==> src/rtl/br_train.sv <==
// Branch-resolution training queue: buffers resolved branches/jumps in order and,
// on retirement, emits registered BTB training strobes plus a mispredict redirect.
module br_train #(
    parameter int ADDR  = 32,
    parameter int DEPTH = 4,
    parameter int CNTW  = 16
) (
    input  logic            clk,
    input  logic            reset,
    input  logic            res_valid_,
    input  logic            res_jump_,
    input  logic            res_taken_,
    input  logic            res_pred_taken_,
    input  logic [ADDR-1:0] res_pc,
    input  logic [ADDR-1:0] res_target,
    input  logic [ADDR-1:0] res_pred_target,
    output logic            res_full,
    input  logic            commit_,
    input  logic            flush_,
    output logic            br_commit_,
    output logic            br_taken_,
    output logic            br_miss_,
    output logic            jump_commit_,
    output logic            jump_miss_,
    output logic [ADDR-1:0] com_addr,
    output logic [ADDR-1:0] com_tar_addr,
    output logic            redirect_,
    output logic [ADDR-1:0] redirect_addr,
    output logic            underflow,
    output logic [CNTW-1:0] miss_cnt
);

    localparam int PW = $clog2(DEPTH);
    localparam logic [PW:0] FULL_CNT = (PW+1)'(DEPTH);

    // Queue storage, flags kept active-high internally
    logic            jump_mem_r   [DEPTH];
    logic            taken_mem_r  [DEPTH];
    logic            pt_mem_r     [DEPTH];
    logic [ADDR-1:0] pc_mem_r     [DEPTH];
    logic [ADDR-1:0] tgt_mem_r    [DEPTH];
    logic [ADDR-1:0] ptgt_mem_r   [DEPTH];

    logic [PW-1:0]   wr_ptr_r;
    logic [PW-1:0]   rd_ptr_r;
    logic [PW:0]     count_r;

    logic            empty_s;
    logic            full_s;
    logic            pop_s;
    logic            push_s;

    logic            head_jump_s;
    logic            head_taken_s;
    logic            head_pt_s;
    logic [ADDR-1:0] head_pc_s;
    logic [ADDR-1:0] head_tgt_s;
    logic [ADDR-1:0] head_ptgt_s;

    logic            miss_s;
    logic            nxt_br_commit_s;
    logic            nxt_br_taken_s;
    logic            nxt_br_miss_s;
    logic            nxt_jump_commit_s;
    logic            nxt_jump_miss_s;
    logic [ADDR-1:0] nxt_com_addr_s;
    logic [ADDR-1:0] nxt_com_tar_s;
    logic            nxt_redirect_s;
    logic [ADDR-1:0] nxt_redirect_addr_s;

    assign empty_s = (count_r == '0);
    assign full_s  = (count_r == FULL_CNT);
    assign pop_s   = !commit_ && !empty_s;
    // A flush discards any incoming entry; a full queue only accepts alongside a pop
    assign push_s  = !res_valid_ && flush_ && (!full_s || pop_s);

    assign head_jump_s  = jump_mem_r[rd_ptr_r];
    assign head_taken_s = taken_mem_r[rd_ptr_r];
    assign head_pt_s    = pt_mem_r[rd_ptr_r];
    assign head_pc_s    = pc_mem_r[rd_ptr_r];
    assign head_tgt_s   = tgt_mem_r[rd_ptr_r];
    assign head_ptgt_s  = ptgt_mem_r[rd_ptr_r];

    // Entry storage write port
    always_ff @(posedge clk or posedge reset) begin
        if (reset) begin
            for (int i = 0; i < DEPTH; i++) begin
                jump_mem_r[i]  <= 1'b0;
                taken_mem_r[i] <= 1'b0;
                pt_mem_r[i]    <= 1'b0;
                pc_mem_r[i]    <= '0;
                tgt_mem_r[i]   <= '0;
                ptgt_mem_r[i]  <= '0;
            end
        end else if (push_s) begin
            jump_mem_r[wr_ptr_r]  <= !res_jump_;
            taken_mem_r[wr_ptr_r] <= !res_taken_;
            pt_mem_r[wr_ptr_r]    <= !res_pred_taken_;
            pc_mem_r[wr_ptr_r]    <= res_pc;
            tgt_mem_r[wr_ptr_r]   <= res_target;
            ptgt_mem_r[wr_ptr_r]  <= res_pred_target;
        end
    end

    // Pointers and occupancy; flush wins over any push/pop bookkeeping
    always_ff @(posedge clk or posedge reset) begin
        if (reset) begin
            wr_ptr_r <= '0;
            rd_ptr_r <= '0;
            count_r  <= '0;
        end else if (!flush_) begin
            wr_ptr_r <= '0;
            rd_ptr_r <= '0;
            count_r  <= '0;
        end else begin
            if (push_s) wr_ptr_r <= wr_ptr_r + PW'(1);
            if (pop_s)  rd_ptr_r <= rd_ptr_r + PW'(1);
            case ({push_s, pop_s})
                2'b10:   count_r <= count_r + (PW+1)'(1);
                2'b01:   count_r <= count_r - (PW+1)'(1);
                default: count_r <= count_r;
            endcase
        end
    end

    // Training decode of the head entry being retired this cycle
    always_comb begin
        nxt_br_commit_s     = 1'b1;
        nxt_br_taken_s      = 1'b1;
        nxt_br_miss_s       = 1'b1;
        nxt_jump_commit_s   = 1'b1;
        nxt_jump_miss_s     = 1'b1;
        nxt_com_addr_s      = '0;
        nxt_com_tar_s       = '0;
        nxt_redirect_s      = 1'b1;
        nxt_redirect_addr_s = '0;
        miss_s              = 1'b0;
        if (pop_s) begin
            nxt_com_addr_s = head_pc_s;
            nxt_com_tar_s  = head_tgt_s;
            if (head_jump_s) begin
                nxt_jump_commit_s = 1'b0;
                miss_s            = !head_pt_s || (head_ptgt_s != head_tgt_s);
                nxt_jump_miss_s   = !miss_s;
            end else begin
                nxt_br_commit_s = 1'b0;
                nxt_br_taken_s  = !head_taken_s;
                miss_s          = (head_pt_s != head_taken_s) ||
                                  (head_taken_s && head_pt_s && (head_ptgt_s != head_tgt_s));
                nxt_br_miss_s   = !miss_s;
            end
            if (miss_s) begin
                nxt_redirect_s      = 1'b0;
                nxt_redirect_addr_s = (head_jump_s || head_taken_s) ? head_tgt_s
                                                                    : head_pc_s + ADDR'(32'd4);
            end else begin
                nxt_redirect_s = 1'b1;
            end
        end else begin
            miss_s = 1'b0;
        end
    end

    // Registered training/redirect outputs, idle unless a pop happened last edge
    always_ff @(posedge clk or posedge reset) begin
        if (reset) begin
            br_commit_    <= 1'b1;
            br_taken_     <= 1'b1;
            br_miss_      <= 1'b1;
            jump_commit_  <= 1'b1;
            jump_miss_    <= 1'b1;
            com_addr      <= '0;
            com_tar_addr  <= '0;
            redirect_     <= 1'b1;
            redirect_addr <= '0;
        end else begin
            br_commit_    <= nxt_br_commit_s;
            br_taken_     <= nxt_br_taken_s;
            br_miss_      <= nxt_br_miss_s;
            jump_commit_  <= nxt_jump_commit_s;
            jump_miss_    <= nxt_jump_miss_s;
            com_addr      <= nxt_com_addr_s;
            com_tar_addr  <= nxt_com_tar_s;
            redirect_     <= nxt_redirect_s;
            redirect_addr <= nxt_redirect_addr_s;
        end
    end

    // Full flag, sticky underflow and saturating miss counter
    always_ff @(posedge clk or posedge reset) begin
        if (reset) begin
            res_full  <= 1'b0;
            underflow <= 1'b0;
            miss_cnt  <= '0;
        end else begin
            if (!flush_) begin
                res_full <= 1'b0;
            end else begin
                case ({push_s, pop_s})
                    2'b10:   res_full <= (count_r == FULL_CNT - (PW+1)'(1));
                    2'b01:   res_full <= 1'b0;
                    default: res_full <= full_s;
                endcase
            end
            if (!commit_ && empty_s) underflow <= 1'b1;
            if (pop_s && miss_s && (miss_cnt != '1)) miss_cnt <= miss_cnt + CNTW'(1);
        end
    end

endmodule
==> config.mk <==
export PLATFORM = sky130hd
export DESIGN_NAME = br_train
export DESIGN_NICKNAME = d
export VERILOG_FILES = /design/src/rtl/br_train.sv
export SDC_FILE = /design/constraint.sdc
export NUM_CORES = 1
export LEC_CHECK = 0
export ABC_AREA = 1
export BUFFER_PORTS_ARGS = -buffer_cell sky130_fd_sc_hd__buf_2
export CAP_MARGIN = 25
export CORE_ASPECT_RATIO = 1.5
export CORE_MARGIN = 5
export CORE_UTILIZATION = 25
export CTS_BUF_LIST = sky130_fd_sc_hd__clkbuf_16
export DETAILED_ROUTE_END_ITERATION = 8
export SYNTH_ARGS = -nofsm -noshare
export SYNTH_HDL_FRONTEND = slang
export SYNTH_SLANG_ARGS = --single-unit
==> constraint.sdc <==
create_clock -name clk -period 13.2 [get_ports clk]
set_input_delay 0 -clock clk [delete_from_list [all_inputs] [get_ports clk]]
set_output_delay 0 -clock clk [all_outputs]
set_load 0.05 [all_outputs]
==> results.txt, run 1 <==
die area - 0.103 mm²
vias in the first global route - 20,700
Slew Limit Fails - 0
number of hold violations in the final report - 0
GRT Overall Usage - 16.1%
critical path class - flip-flop to flip-flop
Yosys reg bits - 523
worst-skew pair later-pin latency - 640 ps
slew of the pin with the lowest slew margin - 1050 ps
clock-pin slew on the worst setup and hold paths - 60 ps
fraction of registers with async set/reset - 100%
Post-Syn Instances - 3,091
initial antenna violation count - 5
starting density of the core - 25.1%
cell type with the largest total area after synthesis - dfrtp_1
GR Overflow Total - 0
synthesized area - 0.0242 mm²
Routed Antenna Nets - 0
Vias/cell - 4.57
Yosys top cell area share - 53.4%
chip width - 264 µm
first-pass GRT wire length - 130 mm
DR vias - 21,300
Syn. warnings - 0
CP top delay family - buffers and inverters
H-Tree Depth - 2
nature of the critical path startpoint - flip-flop
max incr delay on CP - 1010 ps
clock tree root buffer cell - clkbuf_16
# setup viols final - 0
drt wl/cell - 18.5 µm
RSZ-0062 raised after global routing - no
top area cells in the synthesized netlist - dfrtp_1 53%, nand2_1 18%, o21ai_0 9.4%, nand3_1 3.4%, inv_1 3.4%
layout cells sized above 1 - 11.1%
Tcrit/Tclk final - 37.9%
Worst Skew - 46.1 ps
Leak - 0.0148 µW
fin nets - 3,437
CP Data Required Time - 13,660 ps
Syn Nets - 3,205
status - finished, final reports clean
core area - 0.0967 mm²
Crit path arrival time - 5470 ps
CTS buffer count - 51
min-delay worst type - primary input to async pin
syn_area_per_cell - 7.84 µm²
I/O Buffers - 223
area delta synth->final - 20.5%
CP Capture Type - flip-flop
largest net degree at the start of global routing - 175
DR pass1 iterations - 7
peak supply drop - 0.000131 V
most frequent cell on the critical path - nand2_1
number of max-cap violations - 0
Top FF cell, synth - dfrtp_1
CTS tree - built
Initial DRC Count - 1,815
slew margin rel. - 30.3%
fmax - 200 MHz
Finished Core Util - 30.2%
CTS-repair resized insts - 0
most common cell after layout, fill and taps aside - nand2_1
clock tree buffer depth - 3
DRC viols - 0
most frequent cells in the layout - 1,163 x nand2_1, 515 x dfrtp_1, 454 x o21ai_0
dpl hpwl - 60.1 mm
Critical path buffers and inverters - 3
Crit-path slowest cell - dfrtp_4
Vert. Die Dim - 391 µm
Synth cell types - 46
CTS Sinks - 523
crit path time final - 5010 ps
Power Dens Cells - 238 mW/mm²
Routed WL - 85.8 mm
Cell Chain, Critical Path - buf_4 -> buf_4 -> nor2_1 -> o21ai_1 -> nand3_1 -> nand2_1 -> nand2_1 -> nor2_1 -> nand2_1 -> nor2_1 -> nand2_1 -> nand2_1 -> nand2_1 -> nand2_2 -> nand2_4 -> inv_2 -> nor2_1
sequential area share after synthesis - 54.0%
TNS Setup - 0 ps
# IOs - 224
CP Max Fanout - 71
Site Rows - 140
gpl congestion - 0.915
Post-synth EDFFs - 0
## kinds of logic after synthesis
| family | after synthesis | share of synthesized area, % |
|---|---|---|
| compound gates | 548 | 11.5 |
| xor+xnor | 22 | 0.795 |
| fa+ha+maj | 10 | 0.547 |
| buf+inv | 409 | 7.12 |
| flops | 523 | 54.0 |
| simple gates | 1579 | 26.0 |
## registers in the layout, summed over array words and instances (netlist names)
register,count
jump_commit_,1
com_addr,32
br_taken_,1
jump_mem_r,4
redirect_addr,32
underflow,1
wr_ptr_r,2
count_r,3
rd_ptr_r,2
br_miss_,1
taken_mem_r,4
com_tar_addr,32
br_commit_,1
pt_mem_r,4
redirect_,1
pc_mem_r,128
jump_miss_,1
tgt_mem_r,128
res_full,1
miss_cnt,16
ptgt_mem_r,128
## metal layers
layer	GRT usage, %	up-vias	share of wire (%)
met5	0	-	0
met1	20.3	10200	41
met2	28.3	650	50
met3	1.74	140	4.6
met4	6.72	0	4.6
li1	-	10200	-
## cell usage after synthesis, drive strengths merged (6+ instances only)
master / number
o21ai: 481
nor2: 203
ha: 9
nand2: 1177
a21oi: 52
xor2: 18
nor3: 14
buf: 74
nand4: 9
clkbuf: 101
dfrtp: 517
inv: 233
nand3: 167
dfstp: 6
## worst min-delay path, stage by stage
cell           delay [ps]
dlygate4sd3_1         530
buf_2                 130
clkinvlp_4             50
buf_4                 620
## final timing paths
kind	start	end	slack, ps	depth (start not counted)
min in group clk	commit_	underflow	180	3
max	rd_ptr_r[0]	redirect_addr[18]	8190	17
max in group asynchronous	reset	rd_ptr_r[0]	10580	6
max reg2reg	rd_ptr_r[0]	redirect_addr[18]	8190	17
min	reset	pc_mem_r[45]	180	4
min reg2reg	pc_mem_r[123]	pc_mem_r[123]	480	2
## per-stage QoR
stage,std cells,worst slack (ps),area (µm²),power (µW),hold WS (ps)
floorplan,3091,6100,24200,4470,96.1
global placement,4442,8210,26400,5380,249
detailed placement,4442,8300,26400,5410,253
CTS,4640,8250,29100,6990,146
global route,4645,7910,29200,7410,197
finish,4647,8190,29200,6940,182
## power breakdown
part	total [µW]	internal (µW)	switching (µW)
Sequential	2660	2250	410
Combinational	2750	745	2000
Clock	1530	874	659
## area by class of cell
type	instances	area [µm²]
clock inverter	43	433
timing repair buffer	354	2430
fill	10500	67500
tap	1278	1600
antenna	4	10.0
multi-input combinational	2159	9450
sequential	523	13100
clock buffer	52	1300
inverter	234	890
## repair_timing
item,CTS,global route
hold endpoints to repair,466,0
hold buffers,103,0
setup buffers,0,0
No activity file was read; power rests on OpenSTA's default activity.
==> run 2, diff against run 1 <==
clock period = 4.18 ns   (was 13.2 ns; I/O delays follow)
==> run 2 against run 1 <==
Net effect: flip-flop and latch count unchanged; combinational power increased to 3.2 times the previous value; highest routed layer unchanged; wire length is 0.54% lower.
==> results.txt, run 2 (same netlist as run 1, synthesis figures left out) <==
Slew Limit Fails - 0 (unchanged)
crit path time final - 3970 ps (-1040 ps)
core area - 0.0967 mm² (unchanged)
most frequent cell on the critical path - nor2_1
P_int - 12,000 µW (+210%)
Power Dens Cells - 741 mW/mm² (+210%)
peak supply drop - 0.000430 V (+230%)
# IOs - 224 (unchanged)
Tcrit/Tclk final - 95.0% (+57 points)
Flop pwr share - 38.4% (about the same)
biggest regs - pc_mem_r x128, ptgt_mem_r x128, tgt_mem_r x128
first-pass GRT wire length - 130 mm (+0.14%)
RSZ-0062 raised after global routing - no
most common cell after layout, fill and taps aside - nand2_1
worst-skew pair later-pin latency - 650 ps (about the same)
vias in the first global route - 20,800 (+0.56%)
Site Rows - 140 (unchanged)
DRC viols - 0 (unchanged)
critical path class - flip-flop to flip-flop
largest net degree at the start of global routing - 157 (-10%)
max incr delay on CP - 580 ps (-430 ps)
CTS tree - built
Vias/cell - 4.56 (-0.35%)
DR vias - 21,200 (-0.089%)
chip width - 264 µm (unchanged)
Crit path arrival time - 4500 ps (-970 ps)
CP Capture Type - flip-flop
I/O Buffers - 223 (unchanged)
min-delay worst type - primary input to async pin
Crit-path slowest cell - dfrtp_4
CP Data Required Time - 4710 ps (-8950 ps)
Routed Antenna Nets - 0 (unchanged)
clock tree root buffer cell - clkbuf_16
fin nets - 3,452 (+0.44%)
area delta synth->final - 20.8%
die area - 0.103 mm² (unchanged)
starting density of the core - 25.1% (unchanged)
drt wl/cell - 18.3 µm (-0.80%)
combinational share of power - 40.8% (+1.2 points)
nature of the critical path startpoint - flip-flop
GRT Overall Usage - 16.1% (-0.035 points)
most frequent cells in the layout - 1,163 x nand2_1, 515 x dfrtp_1, 454 x o21ai_0
clock tree buffer depth - 3 (unchanged)
Vert. Die Dim - 391 µm (unchanged)
slew of the pin with the lowest slew margin - 893 ps (-152 ps)
slew margin rel. - 40.4% (+10 points)
CTS Sinks - 523 (unchanged)
non-filler cells, final - 4,659 (+0.26%)
CP Max Fanout - 67 (-5.6%)
layout cells sized above 1 - 11.3% (+0.25 points)
fmax - 252 MHz (+26%)
Worst Skew - 49.0 ps (+2.90 ps)
status - finished, final reports clean
Routed WL - 85.3 mm (-0.54%)
Net Sw Power - 9710 µW (+220%)
clock power share - 20.8% (-1.3 points)
CP top delay family - compound AO/OA/AOI/OAI gates
clock-pin slew on the worst setup and hold paths - 60 ps (about the same)
gpl congestion - 0.891 (-2.6%)
GR Overflow Total - 0 (unchanged)
fin worst setup slack - 208 ps (-7980 ps)
DR pass1 iterations - 6 (-1)
Cell Chain, Critical Path - inv_6 -> buf_4 -> a21oi_1 -> o21ai_1 -> nand2_1 -> ha_1 -> inv_1 -> nor2_1 -> nand2_1 -> nor2_2 -> inv_2 -> nor2_4 -> nand2_2 -> nor2_1 -> o21ai_0 -> o21ai_0 -> nor2_1
Leak - 0.0149 µW (+0.37%)
H-Tree Depth - 2 (unchanged)
# setup viols final - 0 (unchanged)
number of hold violations in the final report - 0 (unchanged)
Finished Core Util - 30.3% (+0.062 points)
pre-CTS setup slack - 370 ps (-7930 ps)
Power, Total - 21,700 µW (+210%)
CTS buffer count - 50 (-2.0%)
sw frac - 44.8% (+0.53 points)
dpl hpwl - 60.5 mm (+0.81%)
Initial DRC Count - 1,866 (+2.8%)
number of max-cap violations - 0 (unchanged)
post-CTS setup buffers - 0 (unchanged)
Placed Instances - 4,461 (+0.43%)
initial antenna violation count - 4 (-1)
Critical path buffers and inverters - 4 (+1)
-- run 2: per-stage QoR --
stage | instance area [µm²] | hold slack, ps | TNS [ps]
after floorplan | 24200 | 96.1 | -1515920
after global placement | 26700 | 159 | 0
after detailed placement | 26700 | 148 | 0
after CTS | 29300 | 33.1 | 0
after global routing | 29300 | 77.6 | 0
final | 29300 | 34.7 | 0
-- run 2: power by group through the flow --
| stage | logic, µW | registers [µW] | clock network, µW |
|---|---|---|---|
| final | 8850 | 8320 | 4520 |
| after global routing | 9840 | 8540 | 4800 |
| after CTS | 8900 | 8300 | 4610 |
| after detailed placement | 8790 | 8380 | 0 |
| after global placement | 8730 | 8340 | 0 |
| after floorplan | 4960 | 9160 | 0 |
-- run 2: timing repair --
item / in CTS / in global routing
hold buffers: 103 / 0
resized for setup: 0 / 0
hold endpoints to repair: 439 / 0
-- run 2: tightest hold or removal path: cells and delay by family --
kind | cells | cell delay, ps
buf+inv | 3 | 1140
-- run 2: layout make-up --
| type | count | area (µm²) |
|---|---|---|
| antenna | 2 | 5.00 |
| clock buffer | 50 | 1250 |
| clock inverter | 43 | 343 |
| fill | 10500 | 67400 |
| inverter | 234 | 890 |
| multi-input combinational | 2159 | 9450 |
| sequential | 523 | 13100 |
| tap | 1278 | 1600 |
| timing repair buffer | 370 | 2640 |
-- run 2: metal layers --
| layer | share of wire, % | up-vias | track usage (%) |
|---|---|---|---|
| met5 | 0 | - | 0 |
| met4 | 5.2 | 0 | 7.43 |
| met3 | 4.4 | 142 | 1.90 |
| met2 | 49 | 600 | 27.7 |
| met1 | 41 | 10200 | 20.3 |
| li1 | - | 10300 | - |
-- run 2: worst paths after layout --
| kind | startpoint | endpoint | slack [ps] | cells past startpoint |
|---|---|---|---|---|
| max in group asynchronous | reset | ptgt_mem_r[32] | 2870 | 4 |
| min | reset | pc_mem_r[106] | 30 | 3 |
| max reg2reg | rd_ptr_r[0] | redirect_addr[16] | 210 | 17 |
| max | rd_ptr_r[0] | redirect_addr[16] | 210 | 17 |
| min in group clk | commit_ | underflow | 150 | 3 |
| min reg2reg | underflow | underflow | 480 | 1 |
==> run 3, diff against run 2 <==
PLACE_DENSITY_LB_ADDON = 0.05   (was default)
==> run 3 against run 2 <==
Net effect: combinational power increased by 6.6%; total power increased by 4.6%; worst setup slack improved by 470 ps; largest power group unchanged; global-route usage increased by 2.1 points; clock skew decreased by 29 ps; final cell count increased by 0.77%; sequential share of layout area decreased by 0.75 points; clock power increased by 11%; hold slack improved by 36 ps; via count decreased by 0.71%; first-iteration DRC count decreased by 24%; highest routed layer is now met5.
==> results.txt, run 3 (same netlist as run 1, synthesis figures left out) <==
status - finished, final reports clean
CP Capture Type - flip-flop
RSZ-0062 raised after global routing - no
most frequent cell on the critical path - nand2_1
starting density of the core - 25.1% (unchanged)
number of hold violations in the final report - 0 (unchanged)
CTS buffer count - 58 (+16%)
first-pass GRT wire length - 143 mm (+9.7%)
CTS-repair resized insts - 0 (unchanged)
fmax - 285 MHz (+13%)
clock tree root buffer cell - clkbuf_16
max incr delay on CP - 510 ps (-70 ps)
CP top delay family - simple AND/OR/NAND/NOR gates
die area - 0.103 mm² (unchanged)
fin nets - 3,482 (+0.87%)
combinational share of power - 41.6% (+0.8 points)
biggest regs - pc_mem_r x128, ptgt_mem_r x128, tgt_mem_r x128
Crit path arrival time - 4090 ps (-410 ps)
chip width - 264 µm (unchanged)
CTS tree - built
slew margin rel. - 40.4% (about the same)
Vias/cell - 4.49 (-1.5%)
CP Max Fanout - 56 (-16%)
# setup viols final - 0 (unchanged)
most frequent cells in the layout - 1,163 x nand2_1, 515 x dfrtp_1, 454 x o21ai_0
Critical path buffers and inverters - 5 (+1)
vias in the first global route - 21,400 (+3.0%)
DRC viols - 0 (unchanged)
slew of the pin with the lowest slew margin - 884 ps (-9.40 ps)
Vert. Die Dim - 391 µm (unchanged)
number of fill cells - 10,500 (+0.55%)
DR vias - 21,100 (-0.71%)
TNS Setup - 0 ps (unchanged)
GR Overflow Total - 0 (unchanged)
Flop pwr share - 36.4% (-2.0 points)
initial antenna violation count - 3 (-1)
Initial DRC Count - 1,418 (-24%)
min-delay worst type - primary input to async pin
I/O Buffers - 223 (unchanged)
clock-pin slew on the worst setup and hold paths - 60 ps (about the same)
crit path time final - 3510 ps (-466 ps)
Worst Skew - 20.2 ps (-28.8 ps)
Slew Limit Fails - 0 (unchanged)
number of max-cap violations - 0 (unchanged)
nature of the critical path startpoint - flip-flop
Routed WL - 95.2 mm (+12%)
Net Sw Power - 10,200 µW (+4.8%)
# IOs - 224 (unchanged)
clock tree buffer depth - 3 (unchanged)
drt wl/cell - 20.3 µm (+11%)
Leak - 0.0152 µW (+1.9%)
most common cell after layout, fill and taps aside - nand2_1
clock power share - 22.1% (+1.3 points)
area delta synth->final - 22.8%
Tcrit/Tclk final - 83.9% (-11 points)
core area - 0.0967 mm² (unchanged)
Crit-path slowest cell - dfrtp_4
GRT Overall Usage - 18.2% (+2.1 points)
dpl hpwl - 66.4 mm (+9.7%)
post-CTS setup buffers - 0 (unchanged)
sw frac - 44.8% (+0.050 points)
cts-stage hold buffer count - 103 (unchanged)
gpl congestion - 0.822 (-7.8%)
Fin Hold WS - 70.9 ps (+36.3 ps)
largest net degree at the start of global routing - 165 (+5.1%)
CTS Sinks - 523 (unchanged)
DR pass1 iterations - 8 (+2)
CP Data Required Time - 4770 ps (+60 ps)
Power Dens Cells - 762 mW/mm² (+2.9%)
Routed Antenna Nets - 0 (unchanged)
layout cells sized above 1 - 12.1% (+0.81 points)
P_int - 12,500 µW (+4.5%)
worst-skew pair later-pin latency - 650 ps (about the same)
H-Tree Depth - 2 (unchanged)
Cell Chain, Critical Path - inv_6 -> buf_12 -> buf_4 -> nand2_1 -> nand3_1 -> nand2_1 -> inv_1 -> nand2_1 -> nand2_1 -> nand2_1 -> nor2_1 -> nand2_1 -> nor2_1 -> nand3_1 -> nand3_1 -> nand2_4 -> buf_4 -> nand2_4 -> nand2_1 -> nand2_1
peak supply drop - 0.000332 V (-23%)
multi-input logic area - 0.00945 mm² (unchanged)
flip-flop and latch area - 0.0131 mm² (unchanged)
critical path class - flip-flop to flip-flop
Site Rows - 140 (unchanged)
run 3: cell type report:
| type | instances | area share [%] |
|---|---|---|
| flip-flops and latches | 523 | 44.0 |
| clock inverters | 47 | 0.933 |
| diodes | 1 | 0.00840 |
| inverters | 234 | 2.99 |
| clock buffers | 61 | 5.13 |
| well taps | 1278 | 5.37 |
| multi-input cells | 2159 | 31.7 |
| repair buffers | 392 | 9.84 |
run 3: path summary, 6_finish.rpt:
path | startpoint | end | slack, ps | cells past startpoint
worst max-delay path | rd_ptr_r[0] | miss_cnt[11] | 670 | 20
worst min-delay path | reset | pc_mem_r[79] | 70 | 3
worst max register to register | rd_ptr_r[0] | miss_cnt[11] | 670 | 20
worst min register to register | pc_mem_r[17] | pc_mem_r[17] | 480 | 2
max in group asynchronous | reset | pc_mem_r[12] | 2730 | 5
min in group clk | commit_ | underflow | 130 | 3
run 3: routing by layer:
| metal | GRT usage [%] | wire (µm) |
|---|---|---|
| met1 | 22.5 | 40100 |
| met2 | 32.1 | 47400 |
| met3 | 2.72 | 3700 |
| met4 | 6.91 | 4030 |
| met5 | 0 | 13 |
run 3: through the flow:
step | setup WS (ps) | cell area, µm² | total power [µW] | util, % | std cells
3_5_place_dp | 616 | 26900 | 17900 | 27.9 | 4483
5_1_grt | 288 | 29800 | 24500 | 30.8 | 4694
3_3_place_gp | 606 | 26900 | 17900 | 27.9 | 4483
2_1_floorplan | -2920 | 24200 | 14100 | - | 3091
4_1_cts | 609 | 29800 | 23200 | 30.8 | 4694
6_report | 674 | 29800 | 22700 | 30.8 | 4695
run 3: worst min-delay path, delay by kind of cell:
family | cells | cell delay (ps)
buf+inv | 3 | 1190
run 3: power groups by stage:
stage	Clock (µW)	Combinational [µW]	Sequential [µW]
3_5_place_dp	0	9600	8340
2_1_floorplan	0	4960	9160
6_report	5010	9430	8260
4_1_cts	5220	9710	8270
5_1_grt	5400	10600	8500
3_3_place_gp	0	9580	8330
